### config.mk
export PLATFORM = sky130hd
export DESIGN_NAME = ysyx_2022040010_axi_rw
export DESIGN_NICKNAME = d
export VERILOG_FILES = /design/src/rtl/ysyx_2022040010_axi_rw.sv
export SDC_FILE = /design/constraint.sdc
export NUM_CORES = 1
export LEC_CHECK = 0
export BUFFER_PORTS_ARGS = -buffer_cell sky130_fd_sc_hd__buf_4
export CAP_MARGIN = 40
export CORE_AREA = 3 3 234 236
export CTS_BUF_LIST = sky130_fd_sc_hd__clkbuf_4 sky130_fd_sc_hd__clkbuf_8 sky130_fd_sc_hd__clkbuf_16
export DETAILED_ROUTE_END_ITERATION = 16
export DIE_AREA = 0 0 237 239
export GPL_TIMING_DRIVEN = 0
export PLACE_DENSITY = 0.59
export RECOVER_POWER = 25
export SLEW_MARGIN = 15
export SYNTH_ARGS = -nofsm -noshare
export SYNTH_HDL_FRONTEND = slang
export SYNTH_SLANG_ARGS = --single-unit
### constraint.sdc
create_clock -name clk -period 5.7 [get_ports clk]
set_clock_uncertainty 0.2 [all_clocks]
set_input_delay 0.285 -clock clk [delete_from_list [all_inputs] [get_ports clk]]
set_output_delay 0.285 -clock clk [all_outputs]
set_load 0.03 [all_outputs]
### src/rtl/ysyx_2022040010_axi_rw.sv
// AXI4 master bridge: turns one flat rw request from the cache/uncache arbiter into one
// AXI4 read or write transaction. Optional macro AXI_RW_AW_W_PARALLEL_EN overlaps AW and W.
module ysyx_2022040010_axi_rw #(
    parameter int AXI_ADDR_W = 32,
    parameter int AXI_DATA_W = 64,
    parameter int AXI_ID_W   = 4
) (
    input  logic                    clk,
    input  logic                    rst,
    input  logic                    rw_valid_i,
    input  logic                    rw_req_i,
    input  logic [63:0]             rw_addr_i,
    input  logic [1:0]              rw_size_i,
    input  logic [3:0]              rw_id_i,
    input  logic [2*AXI_DATA_W-1:0] data_write_i,
    input  logic [7:0]              w_mask_i,
    output logic                    rw_ready_o,
    output logic [1:0]              rw_r_w_o,
    output logic [2*AXI_DATA_W-1:0] data_read_o,
    output logic [3:0]              rw_id_o,
    output logic                    awvalid,
    input  logic                    awready,
    output logic [AXI_ADDR_W-1:0]   awaddr,
    output logic [AXI_ID_W-1:0]     awid,
    output logic [7:0]              awlen,
    output logic [2:0]              awsize,
    output logic [1:0]              awburst,
    output logic                    wvalid,
    input  logic                    wready,
    output logic [AXI_DATA_W-1:0]   wdata,
    output logic [7:0]              wstrb,
    output logic                    wlast,
    input  logic                    bvalid,
    output logic                    bready,
    input  logic [1:0]              bresp,
    input  logic [AXI_ID_W-1:0]     bid,
    output logic                    arvalid,
    input  logic                    arready,
    output logic [AXI_ADDR_W-1:0]   araddr,
    output logic [AXI_ID_W-1:0]     arid,
    output logic [7:0]              arlen,
    output logic [2:0]              arsize,
    output logic [1:0]              arburst,
    input  logic                    rvalid,
    output logic                    rready,
    input  logic [AXI_DATA_W-1:0]   rdata,
    input  logic [1:0]              rresp,
    input  logic                    rlast,
    input  logic [AXI_ID_W-1:0]     rid
);

    typedef enum logic [2:0] {
        IDLE = 3'd0,
        AR   = 3'd1,
        R    = 3'd2,
        AW   = 3'd3,
        W    = 3'd4,
        B    = 3'd5,
        DONE = 3'd6
    } state_t;

    state_t                  state_r;
    logic [AXI_ADDR_W-1:0]   addr_r;
    logic [7:0]              len_r;
    logic [2:0]              size_r;
    logic [1:0]              burst_r;
    logic [3:0]              id_r;
    logic [2*AXI_DATA_W-1:0] data_r;
    logic [AXI_DATA_W-1:0]   rlo_r;
    logic                    r_beat_r;
    logic [AXI_ADDR_W-1:0]   addr_s;
    logic                    unused_s;

    assign addr_s   = rw_addr_i[AXI_ADDR_W-1:0];
    assign unused_s = ^{rw_addr_i[63:AXI_ADDR_W], rresp, bresp, rid, bid};

    // Both address channels share one captured payload; only the active channel's valid rises.
    assign araddr  = addr_r;
    assign awaddr  = addr_r;
    assign arlen   = len_r;
    assign awlen   = len_r;
    assign arsize  = size_r;
    assign awsize  = size_r;
    assign arburst = burst_r;
    assign awburst = burst_r;
    assign arid    = AXI_ID_W'(id_r);
    assign awid    = AXI_ID_W'(id_r);

    // Request FSM with all AXI valid/ready and completion outputs registered.
    always_ff @(posedge clk or negedge rst) begin
        if (!rst) begin
            state_r     <= IDLE;
            addr_r      <= {AXI_ADDR_W{1'b0}};
            len_r       <= 8'd0;
            size_r      <= 3'd0;
            burst_r     <= 2'b00;
            id_r        <= 4'd0;
            data_r      <= {(2*AXI_DATA_W){1'b0}};
            rlo_r       <= {AXI_DATA_W{1'b0}};
            r_beat_r    <= 1'b0;
            arvalid     <= 1'b0;
            rready      <= 1'b0;
            awvalid     <= 1'b0;
            wvalid      <= 1'b0;
            wdata       <= {AXI_DATA_W{1'b0}};
            wstrb       <= 8'd0;
            wlast       <= 1'b0;
            bready      <= 1'b0;
            rw_ready_o  <= 1'b0;
            rw_r_w_o    <= 2'b00;
            data_read_o <= {(2*AXI_DATA_W){1'b0}};
            rw_id_o     <= 4'd0;
        end else begin
            rw_ready_o <= 1'b0;
            rw_r_w_o   <= 2'b00;
            case (state_r)
                IDLE: begin
                    if (rw_valid_i) begin
                        id_r     <= rw_id_i;
                        data_r   <= data_write_i;
                        wstrb    <= w_mask_i;
                        burst_r  <= 2'b01;
                        r_beat_r <= 1'b0;
                        // Uncache beats keep the exact address; cache lines align to 16 bytes.
                        if (rw_id_i[2]) begin
                            addr_r <= addr_s;
                            len_r  <= 8'd0;
                            size_r <= {1'b0, rw_size_i};
                        end else begin
                            addr_r <= {addr_s[AXI_ADDR_W-1:4], 4'h0};
                            len_r  <= 8'd1;
                            size_r <= 3'b011;
                        end
                        if (rw_req_i) begin
                            awvalid <= 1'b1;
                            state_r <= AW;
`ifdef AXI_RW_AW_W_PARALLEL_EN
                            wvalid  <= 1'b1;
                            wdata   <= data_write_i[AXI_DATA_W-1:0];
                            wlast   <= rw_id_i[2];
`endif
                        end else begin
                            arvalid <= 1'b1;
                            state_r <= AR;
                        end
                    end
                end
                AR: begin
                    if (arready) begin
                        arvalid <= 1'b0;
                        rready  <= 1'b1;
                        state_r <= R;
                    end
                end
                R: begin
                    if (rvalid) begin
                        rlo_r    <= rdata;
                        r_beat_r <= 1'b1;
                        // rlast on the first beat leaves the upper half zero, even for a burst.
                        if (rlast) begin
                            rready      <= 1'b0;
                            rw_ready_o  <= 1'b1;
                            rw_r_w_o    <= 2'b01;
                            rw_id_o     <= id_r;
                            data_read_o <= r_beat_r ? {rdata, rlo_r} : {{AXI_DATA_W{1'b0}}, rdata};
                            state_r     <= DONE;
                        end
                    end
                end
                AW: begin
`ifdef AXI_RW_AW_W_PARALLEL_EN
                    if (awready) begin
                        awvalid <= 1'b0;
                    end
                    if (wvalid && wready) begin
                        if (wlast) begin
                            wvalid <= 1'b0;
                            wlast  <= 1'b0;
                        end else begin
                            wdata <= data_r[2*AXI_DATA_W-1:AXI_DATA_W];
                            wlast <= 1'b1;
                        end
                    end
                    // A channel whose valid is already low has finished its handshake.
                    if ((!awvalid || awready) && (!wvalid || (wready && wlast))) begin
                        bready  <= 1'b1;
                        state_r <= B;
                    end
`else
                    if (awready) begin
                        awvalid <= 1'b0;
                        wvalid  <= 1'b1;
                        wdata   <= data_r[AXI_DATA_W-1:0];
                        wlast   <= (len_r == 8'd0);
                        state_r <= W;
                    end
`endif
                end
                W: begin
                    if (wready) begin
                        if (wlast) begin
                            wvalid  <= 1'b0;
                            wlast   <= 1'b0;
                            bready  <= 1'b1;
                            state_r <= B;
                        end else begin
                            wdata <= data_r[2*AXI_DATA_W-1:AXI_DATA_W];
                            wlast <= 1'b1;
                        end
                    end
                end
                B: begin
                    if (bvalid) begin
                        bready     <= 1'b0;
                        rw_ready_o <= 1'b1;
                        rw_r_w_o   <= 2'b10;
                        rw_id_o    <= id_r;
                        state_r    <= DONE;
                    end
                end
                DONE: begin
                    state_r <= IDLE;
                end
                default: begin
                    arvalid <= 1'b0;
                    rready  <= 1'b0;
                    awvalid <= 1'b0;
                    wvalid  <= 1'b0;
                    wlast   <= 1'b0;
                    bready  <= 1'b0;
                    state_r <= IDLE;
                end
            endcase
        end
    end

endmodule
==> impl_metrics.ini, run 1 <==
[synthesis]
ys_types = 40
synth_common_cells = 449 x dfrtp_1, 242 x mux2_2, 136 x a21oi_1
synth_area_um2 = 19100
synthArstFlopShare_pct = 100
synthCells = 1417
synth_top_area_share_pct = 58.7
yosys_warnings = 0
synth_edf_count = 0
ys_seq_area_share_pct = 58.7
synth-main-ff-cell = dfrtp_1
synth.area.top_cells = dfrtp_1 59%, mux2_2 14%, mux2_1 7.2%
yosys.area.top_type = dfrtp_1
yosysMostFrequentCell = dfrtp_1
ys_seq_elements = 449
avgSynthCellArea_um2 = 13.5

[worst_setup_path]
critical_path_arrival_ps = 3630
cp.required_ps = 6180
rr_startpoint = state_r[1]
critPathMaxFanout = 100
end_kind = asynchronous set/reset pin
path_cells = dlygate4sd3_1, clkbuf_2, buf_16, buf_16
path_buf_inv = 4
critPathTopFamily = buffers and inverters
crit_start = rst
crit_top_cell = buf_16
crit_slowest_cell = clkbuf_2
slowest_delay_ps = 1810
cp-start-kind = input port
critPathKind = input port to asynchronous set/reset pin

[outcome]
status = finished, violations left
violations = capacitance limit, slew limit

[placed_design]
io_buffer_count = 539
hpwl_um = 42200
gp_congestion = 0.796

[clock_tree]
cts_max_level = 2
cts_made_buffers = 50
clockRootBuffer = clkbuf_16
clock_path_buffers = 3
cts.clk_slew.worst_paths_ps = 60
clk_latency_ps = 570
clock-sinks = 449
cts_tree = done

[final_layout]
drive_above_1_share_pct = 37.9
finalNetCount = 2570
final_core_util_pct = 53.1
syn_to_final_growth_pct = 46.0

[power_and_ir_drop]
fin_total_pwr_mw = 16.6
p_leak_nw = 12.8
peakVddDrop_mv = 0.351
p_per_area_nw_per_um2 = 593

[routing]
routed_wl_um = 58500
num_vias = 13900
wl_per_cell_um = 19.5
drtIter0Drc = 618
vias_per_cell = 4.63
ant_nets = 0
drt_first_pass_iters = 4
route.detailed.drc = 0

[floorplanning]
row_count = 84
die_w_um = 237
core_um2 = 52700
dieArea_um2 = 56600
die_y_um = 239
start_util_pct = 36.4
io_pins = 603

[sta]
finalCriticalPeriod_ps = 3140
worst_pin_slew_ps = 2570
max_freq_mhz = 318
fin_crit_sh_pct = 55.1
hold_slack_ps = 56.8
drv_slew = 95
tns_ps = 0
maxSlewHeadroom_pct = -71.6
final-setup-viol-count = 0
rsz0062_at_grt = false
finalHoldViolCount = 0

[global_route]
gr-usage-all-layers_pct = 20.3
antenna_found_initial = 5
grt_pass1_wl_um = 90000
grt_pass1_vias = 15100
grt_max_degree = 101
grt.overflow.total = 0

[hold_path]
min_from = rw_id_i[2]
holdCritPathClass = input port to flip-flop

[run]
max_cap_viol_count = 1
cells by family (layout without fill, tap and decap cells):
family	Yosys count	count (layout)	synth area share, %
other	1	24	0.0196
and+or+nand+nor	94	94	2.37
DFF	449	449	58.7
muxes	492	492	28.1
AOI/OAI and AO/OA	159	159	4.45
buffers and inverters	222	1101	6.40
final cells by class:
type,instances,area (um2)
tap,688,861
antenna,6,15.0
timing repair buffer,792,6190
clock buffer,77,1570
fill,4668,24700
sequential,449,11200
buffer,149,950
multi-input combinational,763,6760
clock inverter,10,103
inverter,73,274
flip-flops by register name (all words and copies together), names as in the netlist, 2 cells and up:
name and cells:
arid 4, wdata 64, data_r 128, rlo_r 64, data_read_o 128, araddr 32
rw_r_w_o 2, wstrb 8, rw_id_o 4, arsize 2, state_r 3
worst register-to-register path: stages, from the launching register on:
cell and delay [ps]:
dfrtp_1 350, clkbuf_1 230, nor4b_4 620, buf_2 440
buf_4 300, a21oi_1 110, a31oi_1 140, dlygate4sd3_1 560
path summary, 6_finish.rpt:
check,slack [ps],to,depth (start not counted)
worst max-delay path,2560,data_r[52],4
worst min-delay path,60,arlen[0],2
worst max register to register,2690,awvalid,7
worst min register to register,280,data_r[111],1
max in group clk,2690,awvalid,7
min in group asynchronous,870,data_read_o[113],2
through the flow:
stage / worst slack (ps) / cells / instance area, um2
finish: 2560 / 3007 / 27900
CTS: 2650 / 3001 / 28400
global route: 2040 / 3005 / 27900
detailed placement: 3050 / 2666 / 24300
floorplan: 3710 / 1434 / 19200
global placement: -618 / 2661 / 24100
cell usage in the layout (no fill, tap or decap), drive strengths merged, types with 2 or more instances in the layout:
cell | netlist | layout
buf | 120 | 539
dfrtp | 449 | 449
mux2 | 364 | 364
dlygate4sd3 | 0 | 248
clkbuf | 29 | 231
a21oi | 136 | 136
mux2i | 128 | 128
inv | 73 | 73
nand2 | 69 | 69
conb | 1 | 18
o21ai | 7 | 7
clkinv | 0 | 7
diode | 0 | 6
nand3 | 5 | 5
nor2 | 5 | 5
a31oi | 4 | 4
nand2b | 3 | 3
or2 | 2 | 2
o32ai | 2 | 2
a21o | 2 | 2
bufinv | 0 | 2
nor4b | 2 | 2
routing by layer:
layer,vias to the layer above,share of wire [%],wire length (um),track usage [%]
li1,6531,-,-,-
met1,6916,41,23900,24.6
met2,412,50,29000,35.1
met3,75,7.5,4410,6.17
met4,0,2.1,1240,5.48
met5,-,0,0,0
timing repair:
item	CTS	global route
hold buffers	248	0
setup buffers	0	0
gates resized for setup	0	0
endpoints found under the hold margin	470	0
power by group:
part | internal, mW | switching (mW) | total (mW) | leakage (nW)
clock | 1.97 | 1.28 | 3.26 | 0.845
sequential | 4.80 | 0.928 | 5.73 | 5.36
combinational | 3.15 | 4.44 | 7.59 | 6.58
(Power assumes the default switching activity.)
==> inputs of run 2 (changes only) <==
--- a/config.mk
+++ b/config.mk
@@ -5,14 +5,15 @@
 export SDC_FILE = /design/constraint.sdc
 export NUM_CORES = 1
 export LEC_CHECK = 0
+export ABC_AREA = 1
 export BUFFER_PORTS_ARGS = -buffer_cell sky130_fd_sc_hd__buf_4
 export CAP_MARGIN = 40
-export CORE_AREA = 3 3 234 236
+export CORE_AREA = 3 3 236 238
 export CTS_BUF_LIST = sky130_fd_sc_hd__clkbuf_4 sky130_fd_sc_hd__clkbuf_8 sky130_fd_sc_hd__clkbuf_16
 export DETAILED_ROUTE_END_ITERATION = 16
-export DIE_AREA = 0 0 237 239
+export DIE_AREA = 0 0 239 241
 export GPL_TIMING_DRIVEN = 0
-export PLACE_DENSITY = 0.59
+export PLACE_DENSITY = 0.58
 export RECOVER_POWER = 25
 export SLEW_MARGIN = 15
 export SYNTH_ARGS = -nofsm -noshare
==> constraint.sdc (replaced) <==
create_clock -name clk -period 2.9 [get_ports clk]
set_clock_uncertainty 0.2 [all_clocks]
set_input_delay 0.145 -clock clk [delete_from_list [all_inputs] [get_ports clk]]
set_output_delay 0.145 -clock clk [all_outputs]
set_load 0.03 [all_outputs]
==> impl_metrics.ini, run 2 <==
[outcome]
status = finished, violations left
violations = capacitance limit, slew limit

[worst_setup_path]
cp.required_ps = 3150
crit_slowest_cell = dlygate4sd3_1
critical_path_arrival_ps = 2800
crit_top_cell = dlygate4sd3_1
path_buf_inv = 4
cp-start-kind = flip-flop
path_cells = buf_6, inv_2, nand2_2, nor2_1, o21ai_0, nand3_1, dlygate4sd3_1, nand2_1, dlygate4sd3_1
slowest_delay_ps = 550
critPathMaxFanout = 8
critPathKind = flip-flop to flip-flop
critPathTopFamily = buffers and inverters
end_kind = flip-flop
ff2ff_setup_slack_ps = 360

[sta]
tns_ps = 0
max_freq_mhz = 393
maxSlewHeadroom_pct = -2.04
fin_crit_sh_pct = 87.7
finalHoldViolCount = 0
worst_slack_ps = 358
finalCriticalPeriod_ps = 2540
final-setup-viol-count = 0
worst_pin_slew_ps = 1530
hold_slack_ps = 110
rsz0062_at_grt = false
drv_slew = 61

[global_route]
met2_usage_pct = 40.7
antenna_found_initial = 8
grt_pass1_wl_um = 108000
grtUsageMet1_pct = 31.3
grt_use_met3_pct = 4.81
busiest_layer = met2
gr-usage-all-layers_pct = 23.9
grt.overflow.total = 0
grt_max_degree = 103
grt_pass1_vias = 18500

[power_and_ir_drop]
p_leak_nw = 15.2
fin_total_pwr_mw = 32.3
p_per_area_nw_per_um2 = 1130
peakVddDrop_mv = 0.745

[synthesis]
yosysMostFrequentCell = nand2_1
synthCells = 2280
synth_common_cells = 1156 x nand2_1, 449 x dfrtp_1, 163 x o21ai_0
synth-compound-area-share_pct = 8.42
synth.area.mux_share_pct = 0
synthSimpleGateAreaFrac_pct = 24.4
yosys.area.top_type = dfrtp_1
synth_top_family_by_area = simple AND/OR/NAND/NOR gates
yosys_warnings = 0
synth_top_area_share_pct = 58.7
synth_edf_count = 0
synthArstFlopShare_pct = 100
synth.area.top_cells = dfrtp_1 59%, nand2_1 23%, o21ai_0 4.3%
synthXorXnorAreaFrac_pct = 0
avgSynthCellArea_um2 = 8.40
synth_area_um2 = 19100
synth-main-ff-cell = dfrtp_1
ys_seq_elements = 449
synthAdderAreaFrac_pct = 0
ys_types = 25
ys_seq_area_share_pct = 58.7

[clock_tree]
clock-sinks = 449
clock_path_buffers = 3
post_cts_buffers = 0
clk_latency_ps = 580
clockRootBuffer = clkbuf_16
cts_hold_buf = 252
cts_max_level = 2
cts_tree = done
cts.clk_slew.worst_paths_ps = 60
post_cts_resized = 0
cts_made_buffers = 50

[floorplanning]
die_w_um = 239
core_um2 = 53800
dieArea_um2 = 57600
row_count = 85
io_pins = 603
die_y_um = 241
start_util_pct = 35.6

[final_layout]
reg_top3 = data_r (128), data_read_o (128)
finalNetCount = 3439
drive_above_1_share_pct = 25.3
syn_to_final_growth_pct = 49.0
final_cell_mix = 1156 x nand2_1, 621 x buf_4, 449 x dfrtp_1
fin_area_um2 = 28500
mostFrequentLayoutCell = nand2_1

[routing]
route.detailed.drc = 0
num_vias = 18400
vias_per_cell = 4.73
wl_per_cell_um = 18.1
drtIter0Drc = 1204
ant_nets = 0
routed_wl_um = 70500
drt_first_pass_iters = 5

[hold_path]
holdCritPathClass = input port to flip-flop

[placed_design]
gp_congestion = 0.883
io_buffer_count = 540
placed_cell_area_um2 = 24300
hpwl_um = 51200
pre_cts_slack_ps = 595

[run]
max_cap_viol_count = 1
[run 2: cell families (layout without fill, tap and decap cells)]
group	Yosys count	after routing
and+or+nand+nor	1210	1210
DFF	449	449
AOI/OAI and AO/OA	322	322
buffers and inverters	298	1189
other	1	27
[run 2: routing by layer]
metal	wire, um	up-vias	share of wire [%]
li1	-	8759	-
met1	29400	8898	42
met2	34300	648	49
met3	5230	92	7.4
met4	1540	2	2.2
met5	13	-	0.018
[run 2: path summary, 6_finish.rpt]
path	cells past startpoint	endpoint	from
setup / recovery	9	wvalid	state_r[1]
hold / removal	4	araddr[22]	rw_addr_i[22]
setup reg to reg	9	wvalid	state_r[1]
hold reg to reg	2	rlo_r[29]	rlo_r[29]
max in group asynchronous	4	data_r[50]	rst
min in group asynchronous	3	rlo_r[25]	rst
[run 2: cell type report]
cell class,instances,area [um2]
antenna,9,22.5
clock inverter,21,288
fill,5003,25300
sequential,449,11200
inverter,111,419
tap,696,871
multi-input combinational,1550,6350
clock buffer,72,1500
buffer,187,1200
timing repair buffer,798,6640
[run 2: metrics by stage]
step                      instances  util [%]
after CTS                      3883      53.1
final                          3893      53.0
after global placement         3533      44.8
after global routing           3890      53.0
after floorplan                2297         -
after detailed placement       3538      45.1
[run 2: worst register-to-register path, stage by stage, from the launching register on]
cell           delay (ps)
dfrtp_1               370
buf_6                 140
inv_2                  90
nand2_2                80
nor2_1                150
o21ai_0               150
nand3_1               100
dlygate4sd3_1         550
nand2_1                50
dlygate4sd3_1         550
[run 2: report_power, final]
group	switching, mW	internal [mW]	total, mW	leakage, nW
registers	1.58	9.00	10.6	5.70
clock network	2.63	4.21	6.84	0.906
logic	9.62	5.25	14.9	8.64
==> inputs of run 3 (changes only) <==
--- a/config.mk
+++ b/config.mk
@@ -13,6 +13,7 @@
 export DETAILED_ROUTE_END_ITERATION = 16
 export DIE_AREA = 0 0 239 241
 export GPL_TIMING_DRIVEN = 0
+export MAX_ROUTING_LAYER = met4
 export PLACE_DENSITY = 0.58
 export RECOVER_POWER = 25
 export SLEW_MARGIN = 15
==> impl_metrics.ini, run 3 (synthesized netlist as in run 2, its figures left out) <==
[final_layout]
stdcell_count = 3904
fin_area_um2 = 28200
multi_input_comb_area_um2 = 6350
fillCellCount = 5088
drive_above_1_share_pct = 22.1
mostFrequentLayoutCell = nand2_1
final_cell_mix = 1156 x nand2_1, 519 x buf_4, 449 x dfrtp_1
reg_top3 = data_r (128), data_read_o (128)
final_core_util_pct = 52.4
syn_to_final_growth_pct = 47.2
seq_area_um2 = 11200
finalNetCount = 3441

[routing]
wl_per_cell_um = 18.0
vias_per_cell = 4.70
routed_wl_um = 70100
drtIter0Drc = 1167
ant_nets = 0
num_vias = 18300
route.detailed.drc = 0
drt_first_pass_iters = 5

[clock_tree]
post_cts_buffers = 0
cts_hold_buf = 253
clk_latency_ps = 590
cts_max_level = 2
cts_made_buffers = 51
clock-sinks = 449
cts.clk_slew.worst_paths_ps = 60
clock_path_buffers = 3
post_cts_resized = 0
cts_tree = done
clockRootBuffer = clkbuf_16

[sta]
drv_slew = 35
max_freq_mhz = 388
fin_crit_sh_pct = 88.9
finalCriticalPeriod_ps = 2580
rsz0062_at_grt = false
worst_pin_slew_ps = 1510
worst_slack_ps = 321
final-setup-viol-count = 0
finalHoldViolCount = 0
maxSlewHeadroom_pct = -0.470

[outcome]
violations = capacitance limit, slew limit
status = finished, violations left

[global_route]
grt_pass1_wl_um = 107000
gr-usage-all-layers_pct = 24.6
grt.overflow.total = 0
grt_max_degree = 97
antenna_found_initial = 16
grt_pass1_vias = 18400

[power_and_ir_drop]
p_sw_share_pct = 43.9
internal-power_mw = 17.7
p_leak_nw = 14.9
pwr-share-comb_pct = 45.7
pwr-share-clk_pct = 20.7
switchingPower_mw = 13.8
fin_total_pwr_mw = 31.5
peakVddDrop_mv = 0.542
seqPwrFrac_pct = 33.5
p_per_area_nw_per_um2 = 1120

[placed_design]
placed_cells = 3539
hpwl_um = 51400
placed_cell_area_um2 = 24300
io_buffer_count = 540
pre_cts_slack_ps = 620
gp_congestion = 0.895

[floorplanning]
die_w_um = 239
start_util_pct = 35.6
die_y_um = 241
row_count = 85
dieArea_um2 = 57600
io_pins = 603
core_um2 = 53800

[worst_setup_path]
critPathKind = flip-flop to flip-flop
end_kind = flip-flop
cp.required_ps = 3230
critPathMaxFanout = 8
cp-start-kind = flip-flop
critical_path_arrival_ps = 2900

[run]
max_cap_viol_count = 1

[hold_path]
holdCritPathClass = input port to flip-flop
-- run 3: power groups by stage --
stage	sequential [mW]	clock (mW)	combinational, mW
finish	10.6	6.53	14.4
global route	10.8	6.92	15.8
CTS	10.6	6.67	14.9
detailed placement	10.6	0	14.6
global placement	10.6	0	14.4
floorplan	13.0	0	6.38
-- run 3: area by class of cell --
class	instances	area share, %
repair buffers	799	22.5
plain buffers	187	4.27
inverters	111	1.49
multi-input cells	1550	22.5
diodes	16	0.142
well taps	696	3.09
clock inverters	19	0.577
flip-flops and latches	449	39.9
clock buffers	77	5.53
-- run 3: final timing paths --
path	startpoint	endpoint	slack, ps	cells past startpoint
setup / recovery	state_r[0]	rready	320	9
hold / removal	w_mask_i[7]	wstrb[7]	100	4
setup reg to reg	state_r[0]	rready	320	9
hold reg to reg	rlo_r[33]	rlo_r[33]	270	2
max in group asynchronous	rst	data_r[49]	440	5
min in group asynchronous	rst	data_read_o[71]	460	4
-- run 3: routing by layer --
metal | track usage (%) | vias up | part of all wire [%]
met4 | 6.74 | 0 | 2.4
met2 | 40.7 | 615 | 48
met3 | 5.73 | 116 | 7.3
li1 | - | 8767 | -
met5 | - | - | 0
met1 | 30.4 | 8839 | 42
-- run 3: worst max-delay path, stage by stage, from the launching register on --
cell           delay [ps]
dfrtp_1               330
buf_6                 150
inv_2                  60
nor2_1                260
inv_1                 130
nor2_1                120
nand4_1               100
dlygate4sd3_1         570
nand2_1                60
dlygate4sd3_1         540
-- run 3: metrics by stage --
stage / hold slack, ps / setup TNS [ps]
after detailed placement: -156 / 0
after CTS: 58.1 / 0
after floorplan: -351 / 0
after global routing: 97.0 / 0
after global placement: 140 / -1408320
final: 101 / 0
